`config.mk`:
```
export PLATFORM = sky130hd
export DESIGN_NAME = imem_loader
export DESIGN_NICKNAME = d
export VERILOG_FILES = /design/src/rtl/imem_loader.sv
export SDC_FILE = /design/constraint.sdc
export NUM_CORES = 2
export LEC_CHECK = 0
export ABC_CLOCK_PERIOD_IN_PS = 3400
export BUFFER_PORTS_ARGS = -buffer_cell sky130_fd_sc_hd__buf_4
export CAP_MARGIN = 0
export CORE_MARGIN = 10
export CORE_UTILIZATION = 63
export DETAILED_ROUTE_END_ITERATION = 10
export GPL_TIMING_DRIVEN = 1
export PLACE_DENSITY = 0.79
export SYNTH_ARGS = -nofsm -noshare
export SYNTH_HDL_FRONTEND = slang
export SYNTH_SLANG_ARGS = --single-unit
```
`constraint.sdc`:
```
create_clock -name clk -period 3.4 [get_ports clk]
set_input_delay 0.34 -clock clk [delete_from_list [all_inputs] [get_ports clk]]
set_output_delay 0.34 -clock clk [all_outputs]
set_load 0.05 [all_outputs]
```
`src/rtl/imem_loader.sv`:
```
// Program loader and instruction store: accepts a byte stream into a 2^ADDR_W x DATA_W
// array, holds the processor in clear while loading, then serves combinational fetches.
module imem_loader #(
  parameter int unsigned ADDR_W = 8,
  parameter int unsigned DATA_W = 8
) (
  input  logic              clk,
  input  logic              clr,
  input  logic              load_start,
  input  logic              in_valid,
  input  logic [DATA_W-1:0] in_data,
  input  logic              in_last,
  output logic              in_ready,
  input  logic [ADDR_W-1:0] Read_Address,
  output logic [DATA_W-1:0] instruction,
  output logic              proc_run,
  output logic              load_done,
  output logic [ADDR_W:0]   byte_count,
  output logic              overflow
);

  typedef enum logic [1:0] {StIdle, StLoad, StRun} state_e;

  state_e              state_q;
  logic [ADDR_W-1:0]   ptr_q;
  logic [ADDR_W:0]     cnt_q;
  logic                ovf_q;
  logic                done_q;
  logic                ready_q;
  logic                run_q;

  logic [DATA_W-1:0]   mem [2**ADDR_W];

  logic xfer;
  logic ptr_full;

  assign xfer     = (state_q == StLoad) && in_valid;
  assign ptr_full = (ptr_q == '1);

  always_ff @(posedge clk or negedge clr) begin
    if (!clr) begin
      state_q <= StIdle;
      ptr_q   <= '0;
      cnt_q   <= '0;
      ovf_q   <= 1'b0;
      done_q  <= 1'b0;
      ready_q <= 1'b0;
      run_q   <= 1'b0;
    end else begin
      done_q <= 1'b0;
      unique case (state_q)
        StIdle, StRun: begin
          // Any byte presented alongside load_start is not written on this edge.
          if (load_start) begin
            state_q <= StLoad;
            ptr_q   <= '0;
            cnt_q   <= '0;
            ovf_q   <= 1'b0;
            ready_q <= 1'b1;
            run_q   <= 1'b0;
          end
        end
        StLoad: begin
          if (in_valid) begin
            cnt_q <= cnt_q + 1'b1;
            if (in_last || ptr_full) begin
              // Pointer is left at the final address so a full array never wraps.
              state_q <= StRun;
              ready_q <= 1'b0;
              run_q   <= 1'b1;
              done_q  <= 1'b1;
              ovf_q   <= ptr_full && !in_last;
            end else begin
              ptr_q <= ptr_q + 1'b1;
            end
          end
        end
        default: begin
          state_q <= StIdle;
          ready_q <= 1'b0;
          run_q   <= 1'b0;
        end
      endcase
    end
  end

  // Array contents survive reset so a partially loaded program stays in place.
  always_ff @(posedge clk) begin
    if (xfer) begin
      mem[ptr_q] <= in_data;
    end
  end

  assign instruction = run_q ? mem[Read_Address] : '0;
  assign in_ready    = ready_q;
  assign proc_run    = run_q;
  assign load_done   = done_q;
  assign byte_count  = cnt_q;
  assign overflow    = ovf_q;

endmodule

```
==> run_results.csv <==
group,metric,value,unit
clocking,cts-buffers-inserted,194,
synth,yosysMostFrequentCell,"edfxtp_1",
clocking,tritoncts,"built",
clocking,root_buffer,"clkbuf_16",
timing,fmax,0.275,GHz
timing,finalMaxSlewViolations,0,
critical_path,endpoint_kind,"primary output",
clocking,clk_transition_reported_paths,0.06,ns
timing,finalCriticalPeriod,3.64,ns
cells_and_area,area.growth.synth_to_final,15.4,%
synth,largest_cells_by_area_after_synthesis,"edfxtp_1 75%, mux4_2 10%, mux2i_1 3.6%",
pwr,vdd.ir_drop.worst,0.000573,V
die,floorplan.rows,131,
placement,numPortBuffers,41,
hold_path,worst_hold_path_type,"input port to flop",
grt,grt_remaining_overflow,0,
critical_path,critPathRequiredTime,3.06,ns
placement,place_congestion,0.969,
die,floorplan.die.width,380,um
timing,final.setup.worst_slack,-0.238,ns
timing,max_slew.worst_pin.slew,1.07,ns
synth,synthCells,4117,
routing,wl_per_instance,33.7,um
routing,detail_route.drc_violations,0,
pwr,powerDensity,566,nW/um^2
routing,detailedRoute.firstPassIterationCount,8,
grt,grtUsageTotal,30.3,%
critical_path,cp.arrival,3.30,ns
critical_path,critical_path_cell_by_cell,"buf_8, buf_12, or3_4, buf_4, o22ai_1, nor2_1, a22oi_2, nand4_1, buf_4, o22ai_4, buf_6",
synth,syn-mean-instance-area,19.8,um^2
clocking,clk_latency,0.84,ns
critical_path,max_stage_delay,0.54,ns
routing,postRouteWirelength,220,mm
critical_path,timing.critical_path.fanout_max,12,
pwr,cellLeakagePower,30.9,nW
timing,final-setup-viol-count,7,
die,die_area,144000,um^2
timing,worst_clock_skew,0.0305,ns
grt,antenna_found_initial,5,
placement,dpl.cell_count,6171,
critical_path,timing.critical_path.from_type,"input port",
routing,drtAntennaViolNets,0,
critical_path,critical-path-top-cell-by-count,"buf_4",
synth,yosysWarnings,0,
synth,syn_area,81500,um^2
cells_and_area,multiInputGateArea,18200,um^2
cells_and_area,fillerInstances,6854,
die,die_boundary_height,380,um
timing,fin_setup_tns,-0.689,ns
synth,post_synth_most_frequent_cells,"2,048 x edfxtp_1, 364 x mux4_2, 352 x nor2_1, 295 x mux2i_1, 112 x nand2_1",
pwr,p_total,53.2,mW
clocking,cts-htree-levels,4,
die,initial_cell_density_of_the_core,63.6,%
critical_path,worstSetupPathType,"input port to primary output",
cells_and_area,finish.cell_count_without_fillers,6541,
run,drv.max_cap_violation_count,0,
routing,first_iter_violations,7967,
synth,sequential_share_of_the_synthesized_area,76.2,%
cells_and_area,final_core_utilization,73.5,%
die,coreArea,128000,um^2
cells_and_area,num-nets-final,4672,
placement,dp_slack,-0.560,ns
clocking,clk_sinks,2070,
routing,detail_route.vias_per_cell,6.94,
synth,count_of_flip_flops_with_a_built_in_enable_after_synthesis,2048,
grt,grt_start_max_net_pins,149,
timing,slew_headroom,28.4,%
synth,yosys.cell_types.count,69,
synth,synth_seq_cells,2070,
timing,rsz0062_at_grt,"true",
critical_path,critical_path.top_delay_family,"buffers and inverters",
routing,number_of_vias_after_detailed_routing,45400,
die,num_io_pins,42,
synth,synth_nets,4143,
outcome,failed_checks,"setup timing",
timing,worst_hold_slack,0.0389,ns
synth,synthArstFlopShare,1.06,%
grt,via_count_of_the_first_global_routing_pass,45100,
cells_and_area,layout-drive-gt1-share,27.2,%
cells_and_area,seqCellArea,62100,um^2
critical_path,crit_path_top_delay_cell,"or3_4",
clocking,clock_tree.buffer_depth,3,
outcome,outcome,"complete, but fails checks",
synth,synth.largest_area_cell,"edfxtp_1",
synth,yosys.area.top_type_share,75.5,%
grt,grt_pass1_wl,319,mm
placement,detailedPlacementHpwl,139,mm
timing,hold_viol_final,0,
synth,postSynth.topFlopCell,"edfxtp_1",
cells_and_area,layout.cell_area.non_filler,94000,um^2
critical_path,critical_path_buf_inv_count,5,
timing,fin_crit_sh,107,%
placement,placedInstanceArea,87300,um^2
worst reg2reg max path, delay by kind of cell (launching register included):
family	cells	cell delay, ns
AND/OR/NAND/NOR	3	1.81
buffers and inverters	4	0.73
flip-flops	1	0.46
routing by layer:
layer	track usage (%)	vias to the layer above	part of all wire [%]
li1	-	18000	-
met1	40.6	23000	34
met3	8.98	679	14
met5	0	-	0.017
met2	46.3	3692	47
met4	13.5	6	5.2
final timing paths:
check,start,endpoint,slack (ns),cells after the start
setup reg to reg,state_q[1]$_DFFE_PN0P_,mem[28][5]$_DFFE_PP_,0.10,7
hold reg to reg,byte_count[8]$_DFFE_PN0P_,byte_count[8]$_DFFE_PN0P_,0.58,2
min in group asynchronous,clr,ptr_q[6]$_DFFE_PN0P_,0.80,3
hold / removal,in_data[1],mem[128][1]$_DFFE_PP_,0.04,1
setup / recovery,Read_Address[0],instruction[7],-0.24,11
max in group asynchronous,clr,state_q[1]$_DFFE_PN0P_,1.86,3
flip-flops by register name, indices dropped and copies added, names as in the netlist:
name	flops
ptr_q	8
mem	2048
overflow	1
byte_count	9
load_done	1
in_ready	1
state_q	2
logic make-up after synthesis:
family,share of synthesized area (%)
AOI/OAI and AO/OA,3.41
DFF,76.2
adders and majority gates,0.0768
and+or+nand+nor,3.70
buffers and inverters,2.06
xor gates and xnor gates,0.0752
muxes,14.5
layout by cell type, fill, tap and decap left out, drive strengths merged, types with 32 or more instances in the layout:
cell	n
edfxtp	2048
nand3	46
a211oi	52
a22oi	43
a21oi	47
nor4	32
nor3	42
mux4	381
o21ai	41
nand2	112
clkbuf	257
clkinv	78
nor2	352
o22ai	88
mux2i	295
buf	575
o221ai	61
power breakdown:
part	internal, mW	switching (mW)
sequential	28.1	0.0797
combinational	1.25	2.37
clock	12.1	9.25
total	41.5	11.7
what timing repair did:
item | 4_1_cts | 5_1_grt
hold endpoints to repair | 54 | 0
setup buffers | 4 | 1
hold buffers | 8 | 0
gates resized for setup | 82 | 24
setup endpoints to repair | 8 | 166
pin swaps | 28 | 15
final cells by class:
| cell class | instances | area share (%) |
|---|---|---|
| multi-input cells | 1783 | 19.3 |
| well taps | 1729 | 2.30 |
| inverters | 6 | 0.0279 |
| clock buffers | 249 | 5.47 |
| repair buffers | 591 | 5.74 |
| diodes | 5 | 0.0133 |
| clock inverters | 108 | 1.12 |
| flip-flops and latches | 2070 | 66.0 |
No activity file was read; power rests on OpenSTA's default activity.
